File: config.mk
export PLATFORM = sky130hd
export DESIGN_NAME = r_ptr_empty_level
export DESIGN_NICKNAME = d
export VERILOG_FILES = /design/src/rtl/r_ptr_empty_level.sv
export SDC_FILE = /design/constraint.sdc
export NUM_CORES = 1
export LEC_CHECK = 0
export ABC_CLOCK_PERIOD_IN_PS = 4600
export CAP_MARGIN = 20
export CORE_MARGIN = 3
export CORE_UTILIZATION = 45
export DETAILED_ROUTE_END_ITERATION = 10
export PLACE_DENSITY = 0.75
export SYNTH_ARGS = -nofsm -noshare
export SYNTH_HDL_FRONTEND = slang
export SYNTH_SLANG_ARGS = --single-unit
export TNS_END_PERCENT = 20
File: constraint.sdc
create_clock -name r_clk -period 4.6 [get_ports r_clk]
set_input_delay 0.69 -clock r_clk [delete_from_list [all_inputs] [get_ports r_clk]]
set_output_delay 0.69 -clock r_clk [all_outputs]
set_load 0.02 [all_outputs]
File: src/rtl/r_ptr_empty_level.sv
// rtl/r_ptr_empty_level.sv - read-side FIFO pointer, empty/almost-empty flags and occupancy level
//
// Purpose:
//   Read-domain half of an asynchronous FIFO. It keeps the binary read pointer,
//   publishes its Gray form to the write domain, and derives registered empty,
//   almost-empty, occupancy and underflow indications from the write Gray
//   pointer that has already been synchronized into r_clk. There is no storage
//   and no data path in this block.
//
// Ports:
//   r_clk          in   read-domain clock (rising edge)
//   r_rst          in   asynchronous active-high reset
//   r_syn_w_gray   in   write Gray pointer, synchronized to r_clk (ADDR_SIZE+1 bits)
//   r_inc          in   pop request
//   r_addr         out  memory read address (ADDR_SIZE bits)
//   r_gray         out  registered read Gray pointer incl. wrap MSb
//   r_empty        out  registered empty flag
//   r_almost_empty out  registered flag, level <= AE_THRESH
//   r_level        out  registered occupancy, 0 .. 2^ADDR_SIZE
//   r_underflow    out  one-cycle pulse when r_inc is seen while empty

module r_ptr_empty_level #(
  parameter int ADDR_SIZE = 4,
  parameter int AE_THRESH = 2
) (
  input  logic                 r_clk,
  input  logic                 r_rst,
  input  logic [ADDR_SIZE:0]   r_syn_w_gray,
  input  logic                 r_inc,
  output logic [ADDR_SIZE-1:0] r_addr,
  output logic [ADDR_SIZE:0]   r_gray,
  output logic                 r_empty,
  output logic                 r_almost_empty,
  output logic [ADDR_SIZE:0]   r_level,
  output logic                 r_underflow
);

  localparam logic [ADDR_SIZE:0] AE_LIMIT = AE_THRESH[ADDR_SIZE:0];

  logic [ADDR_SIZE:0] r_bin;
  logic [ADDR_SIZE:0] bin_next;
  logic [ADDR_SIZE:0] gray_next;
  logic [ADDR_SIZE:0] w_bin;
  logic [ADDR_SIZE:0] level_next;
  logic               pop;

  // A request while empty is an underflow and must not move the pointer.
  assign pop       = r_inc & ~r_empty;
  assign bin_next  = r_bin + {{ADDR_SIZE{1'b0}}, pop};
  assign gray_next = (bin_next >> 1) ^ bin_next;

  // Gray to binary: each bit is the XOR of all Gray bits at and above it.
  always_comb begin
    w_bin = '0;
    for (int i = 0; i <= ADDR_SIZE; i++) begin
      w_bin[i] = ^(r_syn_w_gray >> i);
    end
  end

  // Modulo subtraction across the extra wrap bit yields 0 .. 2^ADDR_SIZE.
  assign level_next = w_bin - bin_next;

  always_ff @(posedge r_clk or posedge r_rst) begin
    if (r_rst) begin
      r_bin          <= '0;
      r_gray         <= '0;
      r_empty        <= 1'b1;
      r_almost_empty <= 1'b1;
      r_level        <= '0;
      r_underflow    <= 1'b0;
    end else begin
      r_bin          <= bin_next;
      r_gray         <= gray_next;
      r_empty        <= (gray_next == r_syn_w_gray);
      r_almost_empty <= (level_next <= AE_LIMIT);
      r_level        <= level_next;
      r_underflow    <= r_inc & r_empty;
    end
  end

  assign r_addr = r_bin[ADDR_SIZE-1:0];

endmodule
==> reports/results.tsv, run 1 <==
stage	metric	value	unit
finish	ratio of cells with drive above 1 in the final layout	8.33	%
timing	Period minus WS final	3120	ps
power	clock power share	7.6	%
finish	Area Growth Syn to Fin	32.6	%
clocking	clock tree from TritonCTS	built	
synthesis	sequential fraction of the synthesis area	47.4	%
worst_setup_path	Buffers & Inverters on Critical Path	2	
timing	number of slew-limit violations in the final report	0	
worst_setup_path	reg2reg start	r_empty	
synthesis	Synth Cell Area	902	µm²
clocking	post-CTS resize count	0	
worst_setup_path	Critical Path Fanout Max	4	
placement	count of input and output buffers	24	
timing	Max-Slew Margin vs Limit	57.9	%
hold_path	path type of the worst min-delay path	flip-flop to flip-flop	
synthesis	post-synth top area cell	sky130_fd_sc_hd__dfrtp_1	
timing	Final WS setup	1480	ps
clocking	Root Buffer Master	sky130_fd_sc_hd__clkbuf_4	
clocking	clock edge transition at the registers on the reported setup and hold paths	100	ps
finish	number of inserted filler cells in the final layout	153	
power	portion of total power attributed to sequential cells	25.7	%
timing	part of the cycle the worst path needs	67.9	%
placement	post-detailed-placement cell area	1170	µm²
drt	Detail Route Antenna Nets	0	
worst_setup_path	largest stage delay on the critical path	470	ps
drt	final routed wirelength across all metal layers	1.57	mm
synthesis	number of cells produced by synthesis	81	
synthesis	number of storage elements in the synthesis netlist	17	
worst_setup_path	family with the most delay on the worst path	XOR/XNOR gates	
worst_setup_path	critical path class	primary input to flip-flop	
worst_setup_path	worst setup path startpoint	r_syn_w_gray[3]	
floorplan	Top-Level Pins	25	
worst_setup_path	endpoint arrival time on the critical path	3330	ps
floorplan	overall die width	50.8	µm
clocking	clk_lat worst skew	280	ps
clocking	H-tree Lvls	1	
worst_setup_path	element type at the critical path start	primary input	
timing	fmax	0.320	GHz
clocking	# hold bufs at CTS	0	
grt	total gr overflow	0	
placement	gpl congestion	0.812	
power	power share of the combinational group	66.6	%
worst_setup_path	category of the worst setup path capture point	flip-flop	
synthesis	Yosys warning count	0	
placement	setup slack after placement	1220	ps
outcome	outcome	complete, no violations	
timing	RSZ-0062 raised after global routing	false	
synthesis	Synth area leaders	sky130_fd_sc_hd__dfrtp_1 (42%), sky130_fd_sc_hd__xor2_1 (11%), sky130_fd_sc_hd__xnor2_1 (8.7%)	
drt	number of vias in the routed layout	623	
floorplan	Core Footprint	1800	µm²
timing	pin slew with the least headroom to its limit	631	ps
synthesis	net count after synthesis	94	
hold_path	startpoint of the lowest-slack hold path	r_empty	
drt	WL per Instance	11.8	µm
timing	Fin. Hold Viols	0	
finish	most common cell after layout, fill and taps aside	sky130_fd_sc_hd__clkdlybuf4s50_1	
clocking	deepest clock path buffer count	2	
grt	wire length of the first global-routing pass	2.71	mm
finish	final layout net count	122	
grt	antenna violations before repair	0	
timing	Fin Hold WS	578	ps
power	P_leak	0.533	nW
worst_setup_path	master of the slowest instance on the critical path	sky130_fd_sc_hd__clkdlybuf4s50_1	
hold_path	hold-critical path depth	1	
synthesis	number of unique standard cell types used by synthesis	27	
drt	number of violations reported at the end of detailed-routing iteration 0	8	
placement	HPWL after detailed placement	1.24	mm
drt	post-DR vias/cell	4.68	
floorplan	DIE HEIGHT	50.8	µm
timing	final setup violation count	0	
grt	overall routing resource usage	14.6	%
clocking	number of buffers inserted during clock tree synthesis	3	
worst_setup_path	required time reported for the critical path endpoint	4810	ps
floorplan	Starting Density	50.1	%
drt	DRC errors left	0	
timing	setup clock skew after layout	4.68	ps
grt	vias in the first global route	647	
finish	ANT cells	0	
worst_setup_path	r2r endpoint	r_almost_empty	
hold_path	Hold Crit Endpoint	r_underflow	
synthesis	fraction of synthesized cell area taken by the top area cell type	41.6	%
power	total power	0.00103	W
floorplan	site row count	15	
worst_setup_path	reg-to-reg setup timing slack	2000	ps
power	worst supply voltage drop on vdd	0.457	mV
grt	largest net degree at the start of global routing	18	
worst_setup_path	R2R cell count	10	
synthesis	Mean Syn Cell Area	11.1	µm²
drt	detailed-routing iteration count for the pre-antenna-repair pass	2	
job	max_cap viols	0	
power	switching share of power	43.8	%
worst_setup_path	ordered cell list for the critical path	clkdlybuf4s50_1, xor2_2, xnor2_1, xnor2_1, ha_1, inv_1, ha_1, a21o_1, a21bo_1, o31ai_2, nor3b_1	
power	net switching component of the power	0.000450	W
floorplan	area enclosed by the die boundary	2580	µm²
timing	total negative slack	0	ps
power	internal power summed over all cells	0.000579	W
clocking	TritonCTS sink count	17	
power	power per unit of standard cell area	860	nW/µm²
finish	highest-count cells in the layout ignoring fill and taps	sky130_fd_sc_hd__clkdlybuf4s50_1 (24), sky130_fd_sc_hd__dfrtp_1 (15), sky130_fd_sc_hd__inv_1 (11), sky130_fd_sc_hd__xor2_1 (11), sky130_fd_sc_hd__xnor2_1 (9)	
clocking	Post-CTS Setup Inserts	0	
finish	final cell area excluding filler cells	1200	µm²
[stage by stage]
stage | instances | utilization, %
global route | 133 | 66.4
CTS | 133 | 66.4
floorplan | 81 | -
detailed placement | 129 | 64.9
global placement | 129 | 64.9
finish | 133 | 66.4
[how the worst max path moves through the flow]
| stage | to | slack (ps) | cells after the start |
|---|---|---|---|
| final | r_almost_empty | 1480 | 11 |
| after global routing | r_almost_empty | 1270 | 11 |
| after CTS | r_almost_empty | 1490 | 11 |
| after detailed placement | r_almost_empty | 1220 | 11 |
| after global placement | r_almost_empty | 1290 | 11 |
| after floorplan | r_almost_empty | 1900 | 10 |
[logic make-up (layout without fill, tap and decap cells)]
group           after synthesis  count (layout)  synth area share [%]
xor+xnor                     22              22                  23.0
compound gates                8               8                  7.21
buf+inv                      12              39                  4.99
simple gates                 17              17                  10.4
fa+ha+maj                     5               5                  6.93
flops                        17              17                  47.4
[registers in the layout, indices dropped and copies added, names as in the netlist]
register	cells
r_empty	1
r_almost_empty	1
r_level	5
r_underflow	1
r_gray	4
r_bin	5
[power by group through the flow]
stage               Combinational [W]   Clock, W  Sequential (W)
floorplan                    0.000377          0        0.000357
global placement             0.000674          0        0.000266
detailed placement           0.000688          0        0.000270
CTS                          0.000693  0.0000833        0.000267
finish                       0.000686  0.0000783        0.000265
global route                 0.000762  0.0000887        0.000273
[cells in the mapped netlist (all sizes together)]
library cell and n:
a2111oi 1, a21bo 1, a21o 1, a21oi 1
and2 1, and3 1, clkbuf 1, dfrtp 15
dfstp 2, ha 5, inv 11, nand2 2
nand2b 1, nand3 4, nand4b 1, nor2 3
nor2b 1, nor3b 1, nor4 1, o211ai 1
o21ai 1, o31ai 1, o41ai 1, or3 1
xnor2 9, xor2 13
[routing by layer]
metal  global-route usage (%)  routed length [µm]
met1                     16.8                 731
met2                     25.0                 740
met3                     2.97                  83
met4                     8.07                  16
met5                        0                   0
[layout make-up]
type | instances | area, µm² | area share [%]
Clock buffer | 4 | 26.3 | 2.20
Inverter | 11 | 41.3 | 3.45
Multi-Input combinational cell | 52 | 429 | 35.9
Sequential cell | 17 | 428 | 35.8
Tap cell | 25 | 31.3 | 2.62
Timing Repair Buffer | 24 | 240 | 20.1
Power figures use the tool's default switching activity.
==> run 2: changes to the inputs <==
--- a/config.mk
+++ b/config.mk
@@ -5,7 +5,7 @@
 export SDC_FILE = /design/constraint.sdc
 export NUM_CORES = 1
 export LEC_CHECK = 0
-export ABC_CLOCK_PERIOD_IN_PS = 4600
+export ABC_CLOCK_PERIOD_IN_PS = 3010
 export CAP_MARGIN = 20
 export CORE_MARGIN = 3
 export CORE_UTILIZATION = 45
==> constraint.sdc (replaced) <==
create_clock -name r_clk -period 3.01 [get_ports r_clk]
set_input_delay 0.4515 -clock r_clk [delete_from_list [all_inputs] [get_ports r_clk]]
set_output_delay 0.4515 -clock r_clk [all_outputs]
set_load 0.02 [all_outputs]
==> run 2 against run 1 <==
Effect of this change: total power increased by 59%; utilization grew 2.1 points; worst setup slack lost 1200 ps; non-clock buffer count rose by 5; largest power group unchanged; sequential power rose by 53%; first-iteration DRC count fell by 25%.
==> reports/results.tsv, run 2 (synthesis gave the netlist of run 1 again) <==
stage	metric	value	unit	change
timing	pin slew with the least headroom to its limit	635	ps	was 631 ps
power	worst supply voltage drop on vdd	0.862	mV	was 0.457 mV
clocking	# hold bufs at CTS	0		unchanged
finish	final cell utilization of the core	68.5	%	was 66.4%
floorplan	DIE HEIGHT	50.8	µm	unchanged
worst_setup_path	category of the worst setup path capture point	flip-flop		unchanged
clocking	H-tree Lvls	1		unchanged
finish	ratio of cells with drive above 1 in the final layout	12.4	%	was 8.33%
drt	DRC errors left	0		unchanged
finish	largest registers	r_bin (5), r_level (5), r_gray (4)		unchanged
drt	WL per Instance	12.4	µm	was 11.8 µm
worst_setup_path	largest stage delay on the critical path	540	ps	was 470 ps
grt	vias in the first global route	659		was 647
floorplan	site row count	15		unchanged
clocking	post-CTS resize count	0		unchanged
worst_setup_path	critical path class	primary input to flip-flop		unchanged
power	power per unit of standard cell area	1330	nW/µm²	was 860 nW/µm²
worst_setup_path	ordered cell list for the critical path	clkdlybuf4s50_1, xor2_2, xnor2_1, xnor2_1, ha_1, inv_1, ha_1, a21o_1, a21bo_1, o31ai_2, nor3b_1		unchanged
drt	number of violations reported at the end of detailed-routing iteration 0	6		was 8
timing	Final WS setup	285	ps	was 1480 ps
floorplan	Top-Level Pins	25		unchanged
grt	total gr overflow	0		unchanged
drt	final routed wirelength across all metal layers	1.71	mm	was 1.57 mm
clocking	clk_lat worst skew	290	ps	was 280 ps
timing	final setup violation count	0		unchanged
timing	Max-Slew Margin vs Limit	57.6	%	was 57.9%
worst_setup_path	Critical Path Fanout Max	4		unchanged
timing	setup clock skew after layout	0.976	ps	was 4.68 ps
grt	wire length of the first global-routing pass	2.91	mm	was 2.71 mm
floorplan	Core Footprint	1800	µm²	unchanged
timing	Fin. Hold Viols	0		unchanged
placement	HPWL after detailed placement	1.35	mm	was 1.24 mm
grt	largest net degree at the start of global routing	18		unchanged
floorplan	area enclosed by the die boundary	2580	µm²	unchanged
timing	number of slew-limit violations in the final report	0		unchanged
drt	post-DR vias/cell	4.82		was 4.68
clocking	clock tree from TritonCTS	built		unchanged
worst_setup_path	element type at the critical path start	primary input		unchanged
finish	most common cell after layout, fill and taps aside	sky130_fd_sc_hd__clkdlybuf4s50_1		unchanged
finish	number of inserted filler cells in the final layout	144		was 153
timing	total negative slack	0	ps	unchanged
finish	ANT cells	0		unchanged
power	P_leak	0.557	nW	was 0.533 nW
finish	final layout net count	127		was 122
placement	setup slack after placement	-6.88	ps	was 1220 ps
worst_setup_path	R2R cell count	10		unchanged
worst_setup_path	endpoint arrival time on the critical path	2940	ps	was 3330 ps
finish	highest-count cells in the layout ignoring fill and taps	sky130_fd_sc_hd__clkdlybuf4s50_1 (24), sky130_fd_sc_hd__dfrtp_1 (15), sky130_fd_sc_hd__inv_1 (11), sky130_fd_sc_hd__xor2_1 (11), sky130_fd_sc_hd__xnor2_1 (9)		unchanged
drt	Detail Route Antenna Nets	0		unchanged
clocking	clock edge transition at the registers on the reported setup and hold paths	100	ps	about the same
drt	detailed-routing iteration count for the pre-antenna-repair pass	4		was 2
hold_path	path type of the worst min-delay path	primary input to async pin		was flip-flop to flip-flop
timing	part of the cycle the worst path needs	90.5	%	
floorplan	overall die width	50.8	µm	unchanged
worst_setup_path	master of the slowest instance on the critical path	sky130_fd_sc_hd__clkdlybuf4s50_1		unchanged
clocking	TritonCTS sink count	17		unchanged
clocking	Post-CTS Setup Inserts	0		unchanged
timing	fmax	0.367	GHz	
drt	number of vias in the routed layout	665		was 623
finish	final cell area excluding filler cells	1230	µm²	was 1200 µm²
clocking	Root Buffer Master	sky130_fd_sc_hd__clkbuf_4		unchanged
grt	overall routing resource usage	15.2	%	was 14.6%
clocking	number of buffers inserted during clock tree synthesis	3		unchanged
grt	antenna violations before repair	0		unchanged
timing	RSZ-0062 raised after global routing	false		unchanged
placement	post-detailed-placement cell area	1210	µm²	was 1170 µm²
outcome	outcome	complete, no violations		unchanged
clocking	deepest clock path buffer count	2		unchanged
placement	gpl congestion	0.841		was 0.812
finish	Area Growth Syn to Fin	36.8	%	was 32.6%
timing	Period minus WS final	2730	ps	
floorplan	Starting Density	50.1	%	unchanged
worst_setup_path	required time reported for the critical path endpoint	3220	ps	was 4810 ps
placement	count of input and output buffers	24		unchanged
job	max_cap viols	0		unchanged
-- run 2: layout make-up --
| class | instances | area (µm²) | area share, % |
|---|---|---|---|
| Inverter | 11 | 41.3 | 3.35 |
| Timing Repair Buffer | 29 | 278 | 22.5 |
| Tap cell | 25 | 31.3 | 2.54 |
| Clock buffer | 4 | 26.3 | 2.13 |
| Sequential cell | 17 | 428 | 34.7 |
| Multi-Input combinational cell | 52 | 429 | 34.8 |
-- run 2: power breakdown --
| part | total (W) | switching [W] | internal (W) |
|---|---|---|---|
| logic | 0.00111 | 0.000588 | 0.000523 |
| clock network | 0.000124 | 0.0000720 | 0.0000516 |
| registers | 0.000405 | 0.0000509 | 0.000355 |
| total | 0.00164 | 0.000711 | 0.000929 |
-- run 2: worst paths after layout --
path | start | endpoint | slack [ps]
max in group asynchronous | r_rst | r_gray[2] | 2070
min in group r_clk | r_empty | r_underflow | 560
hold reg to reg | r_empty | r_underflow | 560
setup / recovery | r_syn_w_gray[3] | r_almost_empty | 280
setup reg to reg | r_empty | r_almost_empty | 510
hold / removal | r_rst | r_level[4] | 540
-- run 2: metrics by stage --
| stage | hold WS [ps] | cells | total power, W |
|---|---|---|---|
| finish | 537 | 138 | 0.00164 |
| floorplan | 376 | 81 | 0.00112 |
| CTS | 562 | 138 | 0.00165 |
| global route | 578 | 138 | 0.00177 |
| detailed placement | 548 | 134 | 0.00152 |
| global placement | 543 | 134 | 0.00149 |
-- run 2: worst max-delay path, delay by kind of cell --
kind / cells / cell delay (ps)
AO/OA/AOI/OAI: 3 / 680
XOR/XNOR: 3 / 600
adder cells (fa/ha/maj): 2 / 390
buffers and inverters: 2 / 600
AND/OR/NAND/NOR: 1 / 230
-- run 2: routing by layer --
layer | part of all wire, % | track usage (%) | wire length (µm) | vias up
li1 | - | - | - | 328
met4 | 1.8 | 6.28 | 31 | 0
met1 | 47 | 19.5 | 805 | 309
met3 | 5.8 | 3.26 | 100 | 4
met2 | 45 | 24.8 | 775 | 24
met5 | 0 | 0 | 0 | -
==> run 3: changes to the inputs <==
--- a/config.mk
+++ b/config.mk
@@ -10,6 +10,7 @@
 export CORE_MARGIN = 3
 export CORE_UTILIZATION = 45
 export DETAILED_ROUTE_END_ITERATION = 10
+export MAX_ROUTING_LAYER = met4
 export PLACE_DENSITY = 0.75
 export SYNTH_ARGS = -nofsm -noshare
 export SYNTH_HDL_FRONTEND = slang
==> run 3 against run 2 <==
Effect of this change: combinational power hardly changed; via count up 0.75%; register-to-register slack about the same; non-clock buffer count stayed put; fmax down 0.23%; flip-flop and latch count unchanged; cell count stayed put; total power barely moved; critical path type unchanged; highest routed layer unchanged.
==> reports/results.tsv, run 3 (synthesis gave the netlist of run 1 again) <==
stage	metric	value	unit	change
outcome	outcome	complete, no violations		unchanged
placement	HPWL after detailed placement	1.35	mm	unchanged
power	power per unit of standard cell area	1330	nW/µm²	about the same
finish	final layout net count	127		unchanged
drt	WL per Instance	12.5	µm	was 12.4 µm
job	max_cap viols	0		unchanged
power	net switching component of the power	0.000711	W	about the same
worst_setup_path	reg2reg start	r_empty		unchanged
drt	detailed-routing iteration count for the pre-antenna-repair pass	4		unchanged
drt	number of vias in the routed layout	670		was 665
timing	number of slew-limit violations in the final report	0		unchanged
timing	Max-Slew Margin vs Limit	57.7	%	was 57.6%
drt	DRC errors left	0		unchanged
finish	Area Growth Syn to Fin	36.8	%	unchanged
placement	gpl congestion	0.854		was 0.841
clocking	number of buffers inserted during clock tree synthesis	3		unchanged
grt	wire length of the first global-routing pass	2.91	mm	unchanged
worst_setup_path	largest stage delay on the critical path	540	ps	about the same
clocking	clock edge transition at the registers on the reported setup and hold paths	100	ps	about the same
floorplan	Top-Level Pins	25		unchanged
worst_setup_path	R2R cell count	10		unchanged
timing	part of the cycle the worst path needs	90.8	%	was 90.5%
finish	ratio of cells with drive above 1 in the final layout	12.4	%	unchanged
finish	largest registers	r_bin (5), r_level (5), r_gray (4)		unchanged
drt	number of violations reported at the end of detailed-routing iteration 0	8		was 6
worst_setup_path	category of the worst setup path capture point	flip-flop		unchanged
timing	Fin Hold WS	538	ps	was 537 ps
placement	count of input and output buffers	24		unchanged
finish	post-route non-filler standard cell count	138		unchanged
clocking	deepest clock path buffer count	2		unchanged
power	power share of the combinational group	67.8	%	was 67.7%
worst_setup_path	Critical Path Fanout Max	4		unchanged
floorplan	Core Footprint	1800	µm²	unchanged
grt	total gr overflow	0		unchanged
timing	Period minus WS final	2730	ps	about the same
power	switching share of power	43.4	%	about the same
drt	final routed wirelength across all metal layers	1.72	mm	was 1.71 mm
floorplan	DIE HEIGHT	50.8	µm	unchanged
placement	post-detailed-placement cell area	1210	µm²	unchanged
worst_setup_path	required time reported for the critical path endpoint	3220	ps	about the same
power	worst supply voltage drop on vdd	0.862	mV	about the same
worst_setup_path	endpoint arrival time on the critical path	2940	ps	about the same
finish	area used by multi-input combinational logic	429	µm²	unchanged
worst_setup_path	reg-to-reg setup timing slack	510	ps	about the same
finish	ANT cells	0		unchanged
timing	pin slew with the least headroom to its limit	634	ps	was 635 ps
worst_setup_path	master of the slowest instance on the critical path	sky130_fd_sc_hd__clkdlybuf4s50_1		unchanged
clocking	H-tree Lvls	1		unchanged
timing	RSZ-0062 raised after global routing	false		unchanged
grt	antenna violations before repair	0		unchanged
worst_setup_path	ordered cell list for the critical path	clkdlybuf4s50_1, xor2_2, xnor2_1, xnor2_1, ha_1, inv_1, ha_1, a21o_1, a21bo_1, o31ai_2, nor3b_1		unchanged
drt	post-DR vias/cell	4.86		was 4.82
finish	final cell area excluding filler cells	1230	µm²	unchanged
timing	setup clock skew after layout	0.898	ps	was 0.976 ps
power	portion of total power attributed to sequential cells	24.7	%	about the same
clocking	clk_lat worst skew	290	ps	about the same
floorplan	site row count	15		unchanged
floorplan	Starting Density	50.1	%	unchanged
timing	Final WS setup	278	ps	was 285 ps
power	internal power summed over all cells	0.000929	W	about the same
floorplan	overall die width	50.8	µm	unchanged
grt	vias in the first global route	659		unchanged
floorplan	area enclosed by the die boundary	2580	µm²	unchanged
power	clock power share	7.5	%	about the same
timing	Fin. Hold Viols	0		unchanged
worst_setup_path	r2r endpoint	r_almost_empty		unchanged
clocking	TritonCTS sink count	17		unchanged
timing	fmax	0.366	GHz	was 0.367 GHz
worst_setup_path	element type at the critical path start	primary input		unchanged
worst_setup_path	critical path class	primary input to flip-flop		unchanged
placement	setup slack after placement	-6.88	ps	unchanged
grt	overall routing resource usage	15.7	%	was 15.2%
finish	area occupied by registers	428	µm²	unchanged
clocking	# hold bufs at CTS	0		unchanged
clocking	clock tree from TritonCTS	built		unchanged
grt	largest net degree at the start of global routing	18		unchanged
placement	number of placed cells counting well taps	134		unchanged
finish	number of inserted filler cells in the final layout	144		unchanged
clocking	Post-CTS Setup Inserts	0		unchanged
clocking	Root Buffer Master	sky130_fd_sc_hd__clkbuf_4		unchanged
timing	final setup violation count	0		unchanged
drt	Detail Route Antenna Nets	0		unchanged
finish	highest-count cells in the layout ignoring fill and taps	sky130_fd_sc_hd__clkdlybuf4s50_1 (24), sky130_fd_sc_hd__dfrtp_1 (15), sky130_fd_sc_hd__inv_1 (11), sky130_fd_sc_hd__xor2_1 (11), sky130_fd_sc_hd__xnor2_1 (9)		unchanged
hold_path	path type of the worst min-delay path	primary input to async pin		unchanged
clocking	post-CTS resize count	0		unchanged
finish	most common cell after layout, fill and taps aside	sky130_fd_sc_hd__clkdlybuf4s50_1		unchanged
power	P_leak	0.557	nW	unchanged
[run 3: metal layers]
| metal | routed length (µm) | share of wire [%] | global-route usage [%] |
|---|---|---|---|
| met5 | 0 | 0 | - |
| met2 | 781 | 45 | 24.8 |
| met3 | 109 | 6.3 | 3.26 |
| met4 | 31 | 1.8 | 6.28 |
| met1 | 799 | 46 | 19.5 |
[run 3: metrics by stage]
| step | TNS [ps] | power (W) | utilization, % |
|---|---|---|---|
| after floorplan | 0 | 0.00112 | - |
| after global placement | 0 | 0.00149 | 67.0 |
| after detailed placement | -6.88 | 0.00152 | 67.0 |
| after CTS | 0 | 0.00165 | 68.5 |
| after global routing | 0 | 0.00177 | 68.5 |
| final | 0 | 0.00164 | 68.5 |
[run 3: power by group through the flow]
stage / sequential, W / clock [W] / combinational, W
CTS: 0.000407 / 0.000126 / 0.00112
global placement: 0.000408 / 0 / 0.00109
global route: 0.000422 / 0.000139 / 0.00121
floorplan: 0.000546 / 0 / 0.000576
detailed placement: 0.000412 / 0 / 0.00111
finish: 0.000405 / 0.000123 / 0.00111
[run 3: final cells by class]
type	count	area share [%]
multi-input cells	52	34.8
flip-flops and latches	17	34.7
repair buffers	29	22.5
inverters	11	3.35
well taps	25	2.54
clock buffers	4	2.13
[run 3: worst max-delay path: cells and delay by family]
kind / cells / cell delay (ps)
AO/OA/AOI/OAI: 3 / 680
adder cells (fa/ha/maj): 2 / 390
XOR/XNOR: 3 / 600
buffers and inverters: 2 / 600
AND/OR/NAND/NOR: 1 / 230
[run 3: how the worst max path moves through the flow]
| stage | start | end | cells past startpoint | slack, ps |
|---|---|---|---|---|
| 5_1_grt | r_syn_w_gray[3] | r_almost_empty | 11 | 150 |
| 6_report | r_syn_w_gray[3] | r_almost_empty | 11 | 280 |
| 4_1_cts | r_syn_w_gray[3] | r_almost_empty | 11 | 270 |
| 2_1_floorplan | r_empty | r_almost_empty | 10 | 470 |
| 3_5_place_dp | r_syn_w_gray[3] | r_almost_empty | 11 | -7 |
| 3_3_place_gp | r_syn_w_gray[3] | r_almost_empty | 11 | 110 |
==> patch 1, RTL diff (settings of run 2) <==
Make the reset (`r_rst`) synchronous in one clocked block. Comments in the files are not updated.
--- a/src/rtl/r_ptr_empty_level.sv
+++ b/src/rtl/r_ptr_empty_level.sv
@@ -61,5 +61,5 @@
   assign level_next = w_bin - bin_next;
 
-  always_ff @(posedge r_clk or posedge r_rst) begin
+  always_ff @(posedge r_clk) begin
     if (r_rst) begin
       r_bin          <= '0;
Check against the original RTL: differs if r_rst is asserted again (counterexample within 4 cycles, from zero or initial values and one cycle with r_rst high); with r_rst held inactive, the same outputs for 10 cycles.
==> patch 1 against run 2 <==
Wire length grew 18%. Cell count up 24%. Global-route usage rose by 2.1 points. Non-clock buffer count increased by 7. Worst setup slack got worse by 0.055 ns. Synthesized area up 15%. Sequential cell count unchanged. Design area increased by 15%.
Power is not compared: it rests on default switching activity, and its combinational part moved more than twofold at a synthesized area within 25%.
==> patch 1: results (changes against run 2) <==
\begin{tabular}{lr}
\hline
Metric & Value \\
\hline
\multicolumn{2}{l}{\textbf{GRT}} \\
Met1 Use GR & 20.7\% (was 19.5\%) \\
Global-route wire length before repair & 3590 µm (was 2910 µm) \\
\multicolumn{2}{l}{\textbf{Final layout}} \\
Area used by multi-input combinational logic & 662 µm² (was 429 µm²) \\
Share of post-route cells with drive strength above 1 & 20.1\% (was 12.4\%) \\
Clock tree buffer count of the final layout & 3 (was 4) \\
Clk cell area share & 1.94\% (was 2.13\%) \\
Fraction of area in multi-input gates & 46.7\% (was 34.8\%) \\
Sequential Area & 340 µm² (was 428 µm²) \\
Bufs w/o clock & 36 (was 29) \\
Number of fill cells & 163 (was 144) \\
Share of final layout cell area taken by non-clock buffers & 23.3\% (was 22.5\%) \\
Number of non-clock inverters in the layout & 6 (was 11) \\
\multicolumn{2}{l}{\textbf{Setup path}} \\
Launching point of the worst reg2reg path & r\_empty (unchanged) \\
Worst EP arrival & 2.98 ns (was 2.94 ns) \\
Timing startpoint of the critical path & r\_inc (was r\_syn\_w\_gray[3]) \\
Maximum fanout along the worst path & 5 (was 4) \\
Delay of the slowest cell on the worst path & 0.42 ns (was 0.54 ns) \\
\multicolumn{2}{l}{\textbf{Placed design}} \\
Total instance count after detailed placement & 167 (was 134) \\
Post-place setup slack & -0.0669 ns (was -0.00688 ns) \\
Final HPWL from detailed placement & 1650 µm (was 1350 µm) \\
\multicolumn{2}{l}{\textbf{STA}} \\
Clock skew & 0.00385 ns (was 0.000976 ns) \\
\multicolumn{2}{l}{\textbf{Synth}} \\
Number of distinct library cells after synthesis & 33 (was 27) \\
Post-Synthesis Mean Instance Area & 9.64 µm² (was 11.1 µm²) \\
Number of nets in the synthesized netlist & 121 (was 94) \\
Synth cell count leaders & 17 x sky130\_fd\_sc\_hd\_\_dfxtp\_1, 16 x sky130\_fd\_sc\_hd\_\_xnor2\_1, 14 x sky130\_fd\_sc\_hd\_\_nor2\_1, 6 x sky130\_fd\_sc\_hd\_\_inv\_1, 6 x sky130\_fd\_sc\_hd\_\_o211ai\_1 (was 15 x sky130\_fd\_sc\_hd\_\_dfrtp\_1, 11 x sky130\_fd\_sc\_hd\_\_inv\_1, 11 x sky130\_fd\_sc\_hd\_\_xor2\_1, 9 x sky130\_fd\_sc\_hd\_\_xnor2\_1, 5 x sky130\_fd\_sc\_hd\_\_ha\_1) \\
Share of async-settable or async-resettable flops after synthesis & 0\% (was 100\%) \\
\multicolumn{2}{l}{\textbf{Outcome}} \\
Status & finished clean (unchanged) \\
\multicolumn{2}{l}{\textbf{Drt}} \\
Average routed wire per standard cell & 11.8 µm (was 12.4 µm) \\
\multicolumn{2}{l}{\textbf{Min path}} \\
Kind of path behind the tightest hold check & flop to flop (was input pin to async pin) \\
\hline
\end{tabular}
## patch 1: changes by cell type in the layout (fill, tap and decap cells not counted), moves of 5 or more
cell / run 2 / this run
sky130_fd_sc_hd__buf_4: 5 / 12
sky130_fd_sc_hd__dfrtp_1: 15 / 0
sky130_fd_sc_hd__dfxtp_1: 0 / 17
sky130_fd_sc_hd__inv_1: 11 / 6
sky130_fd_sc_hd__nor2_1: 3 / 14
sky130_fd_sc_hd__o211ai_1: 1 / 6
sky130_fd_sc_hd__xnor2_1: 9 / 16
sky130_fd_sc_hd__xor2_1: 11 / 3
## patch 1: worst max-delay path by stage
stage / slack, ns / endpoint
global route: 0.10 / r_almost_empty
floorplan: 0.38 / r_almost_empty
global placement: -0.005 / r_almost_empty
detailed placement: -0.07 / r_almost_empty
finish: 0.23 / r_almost_empty
CTS: 0.24 / r_almost_empty
## patch 1: where the power goes
part           total [µW]  internal [µW]  switching (µW)
sequential            256            249            6.91
clock                 123           49.6            73.1
combinational         279            138             140
## patch 1: layer usage
layer | part of all wire, % | up-vias | wire length (µm)
li1 | - | 435 | -
met1 | 46 | 387 | 926
met2 | 47 | 23 | 946
met3 | 4.6 | 5 | 93
met4 | 2.8 | 0 | 56
met5 | 0 | - | 0
## patch 1: worst max-delay path, delay by kind of cell
kind | cells | cell delay, ns
buf+inv | 2 | 0.49
fa+ha+maj | 3 | 0.65
xor+xnor | 1 | 0.25
compound gates | 3 | 0.81
simple gates | 2 | 0.32
## patch 1: kinds of logic (layout without fill, tap and decap cells)
kind of cell	count (synthesis)	after routing	share of synthesized area, %
AND/OR/NAND/NOR	32	32	14.7
AO/OA/AOI/OAI	21	21	19.6
buffers and inverters	10	46	3.73
flip-flops	17	17	32.7
XOR/XNOR	23	23	23.3
adder cells (fa/ha/maj)	5	5	6.01
==> patch 2, RTL diff (config.mk and constraints of run 2) <==
Without the edit above. Set the parameter `ADDR_SIZE` to 2 (it was 4).
--- a/src/rtl/r_ptr_empty_level.sv
+++ b/src/rtl/r_ptr_empty_level.sv
@@ -21,5 +21,5 @@
 
 module r_ptr_empty_level #(
-  parameter int ADDR_SIZE = 4,
+  parameter int ADDR_SIZE = 2,
   parameter int AE_THRESH = 2
 ) (
Ports: changed (resized r_addr, r_gray, r_level and r_syn_w_gray); port bits go from 25 to 17. No check against the original RTL was run, so the function may have changed too.
==> patch 2 against run 2 <==
Power down 45%. Global-route usage down 0.64 points. Sequential power down 35%. Sequential cell count down 6. Wire length down 49%. Worst setup slack better by 0.41 ns. Utilization up 4.1 points. Synthesized area down 42%. Design area down 41%. Via count down 51%. Critical path type unchanged. Critical endpoint unchanged. Largest cell class is now sequential cells.
==> patch 2: results (changes against run 2) <==
\begin{tabular}{lr}
\hline
Metric & Value \\
\hline
\multicolumn{2}{l}{\textbf{Outcome}} \\
Status & finished clean (unchanged) \\
\multicolumn{2}{l}{\textbf{GRT}} \\
Global-route wire length before repair & 1460 µm (was 2910 µm) \\
Pin count of the biggest net entering global routing & 12 (was 18) \\
Overall global routing resource usage & 14.6\% (was 15.2\%) \\
Number of global-route vias before repair & 334 (was 659) \\
\multicolumn{2}{l}{\textbf{Drt}} \\
Pre-antenna DRT Iters & 1 (was 4) \\
Total number of vias & 327 (was 665) \\
Detail-routed via count per cell & 4.54 (was 4.82) \\
\multicolumn{2}{l}{\textbf{Setup path}} \\
Cell count of the worst reg-to-reg path & 7 (was 10) \\
Crit path max-delay cell type & sky130\_fd\_sc\_hd\_\_fa\_1 (was sky130\_fd\_sc\_hd\_\_clkdlybuf4s50\_1) \\
Maximum fanout along the worst path & 6 (was 4) \\
\multicolumn{2}{l}{\textbf{Pwr}} \\
Leakage & 0.000335 µW (was 0.000557 µW) \\
Worst supply voltage drop on vdd & 0.000585 V (was 0.000862 V) \\
\multicolumn{2}{l}{\textbf{STA}} \\
Clock skew & 0.00585 ns (was 0.000976 ns) \\
Worst slack on hold paths & 0.468 ns (was 0.537 ns) \\
Worst rel slew slack & 73.3\% (was 57.6\%) \\
\multicolumn{2}{l}{\textbf{CTS}} \\
Clock-pin slew on the worst setup and hold paths & 0.07 ns (was 0.10 ns) \\
\multicolumn{2}{l}{\textbf{Placed design}} \\
Post-place instance area & 702 µm² (was 1210 µm²) \\
Total instance count after detailed placement & 68 (was 134) \\
Post-place setup slack & 0.399 ns (was -0.00688 ns) \\
\multicolumn{2}{l}{\textbf{Synth}} \\
Synth cell count leaders & 9 x sky130\_fd\_sc\_hd\_\_dfrtp\_1, 4 x sky130\_fd\_sc\_hd\_\_inv\_1, 4 x sky130\_fd\_sc\_hd\_\_xor2\_1, 3 x sky130\_fd\_sc\_hd\_\_ha\_1 (was 15 x sky130\_fd\_sc\_hd\_\_dfrtp\_1, 11 x sky130\_fd\_sc\_hd\_\_inv\_1, 11 x sky130\_fd\_sc\_hd\_\_xor2\_1, 9 x sky130\_fd\_sc\_hd\_\_xnor2\_1, 5 x sky130\_fd\_sc\_hd\_\_ha\_1) \\
Post-Synthesis Mean Instance Area & 13.5 µm² (was 11.1 µm²) \\
Main area contributors after synthesis & sky130\_fd\_sc\_hd\_\_dfrtp\_1 43\%, sky130\_fd\_sc\_hd\_\_dfstp\_2 10\%, sky130\_fd\_sc\_hd\_\_ha\_1 7.1\% (was sky130\_fd\_sc\_hd\_\_dfrtp\_1 42\%, sky130\_fd\_sc\_hd\_\_xor2\_1 11\%, sky130\_fd\_sc\_hd\_\_xnor2\_1 8.7\%) \\
Number of distinct library cells after synthesis & 19 (was 27) \\
\multicolumn{2}{l}{\textbf{Final layout}} \\
Largest registers & r\_bin x3, r\_level x3, r\_gray x2 (was r\_bin x5, r\_level x5, r\_gray x4) \\
Net total in the final layout & 70 (was 127) \\
\hline
\end{tabular}
patch 2: per-layer routing:
| layer | part of all wire [%] | global-route usage, % | up-vias |
|---|---|---|---|
| met4 | 0 | 12.3 | 0 |
| met5 | 0 | 0 | - |
| met3 | 6.4 | 1.67 | 0 |
| met2 | 56 | 25.5 | 12 |
| li1 | - | - | 161 |
| met1 | 37 | 15.4 | 154 |
patch 2: worst max path at each step:
stage,end,cells after the start,start
global placement,r_almost_empty,9,r_syn_w_gray[2]
detailed placement,r_almost_empty,8,r_inc
floorplan,r_almost_empty,7,r_empty
CTS,r_almost_empty,8,r_inc
global route,r_almost_empty,9,r_syn_w_gray[2]
finish,r_almost_empty,8,r_inc
patch 2: report_power, final:
part           internal [µW]  total [µW]  switching, µW
logic                    258         539            280
clock network           49.1        98.3           49.2
registers                230         262           32.3
total                    538         899            362
patch 2: cell families after synthesis:
logic type | after synthesis | share of synthesized area [%]
mux | 2 | 3.81
buf+inv | 4 | 2.86
simple gates | 9 | 9.53
compound gates | 2 | 3.33
xor+xnor | 7 | 16.7
fa+ha+maj | 4 | 11.0
flops | 11 | 52.9
patch 2: stage by stage:
step | utilization, % | power, µW
after floorplan | - | 618
after global placement | 69.9 | 786
after detailed placement | 69.9 | 813
after CTS | 72.6 | 911
after global routing | 72.6 | 966
final | 72.6 | 899
patch 2: critical path: cells and delay by family:
family	cells	cell delay (ns)
compound gates	1	0.11
xor+xnor	2	0.38
fa+ha+maj	3	1.03
buf+inv	1	0.41
simple gates	1	0.14
patch 2: layout make-up:
type,instances,area [µm²]
Tap cell,13,16.3
Clock buffer,3,22.5
Fill cell,72,275
Sequential cell,11,278
Timing Repair Buffer,16,160
Inverter,4,15.0
Clock inverter,1,5.00
Multi-Input combinational cell,24,233
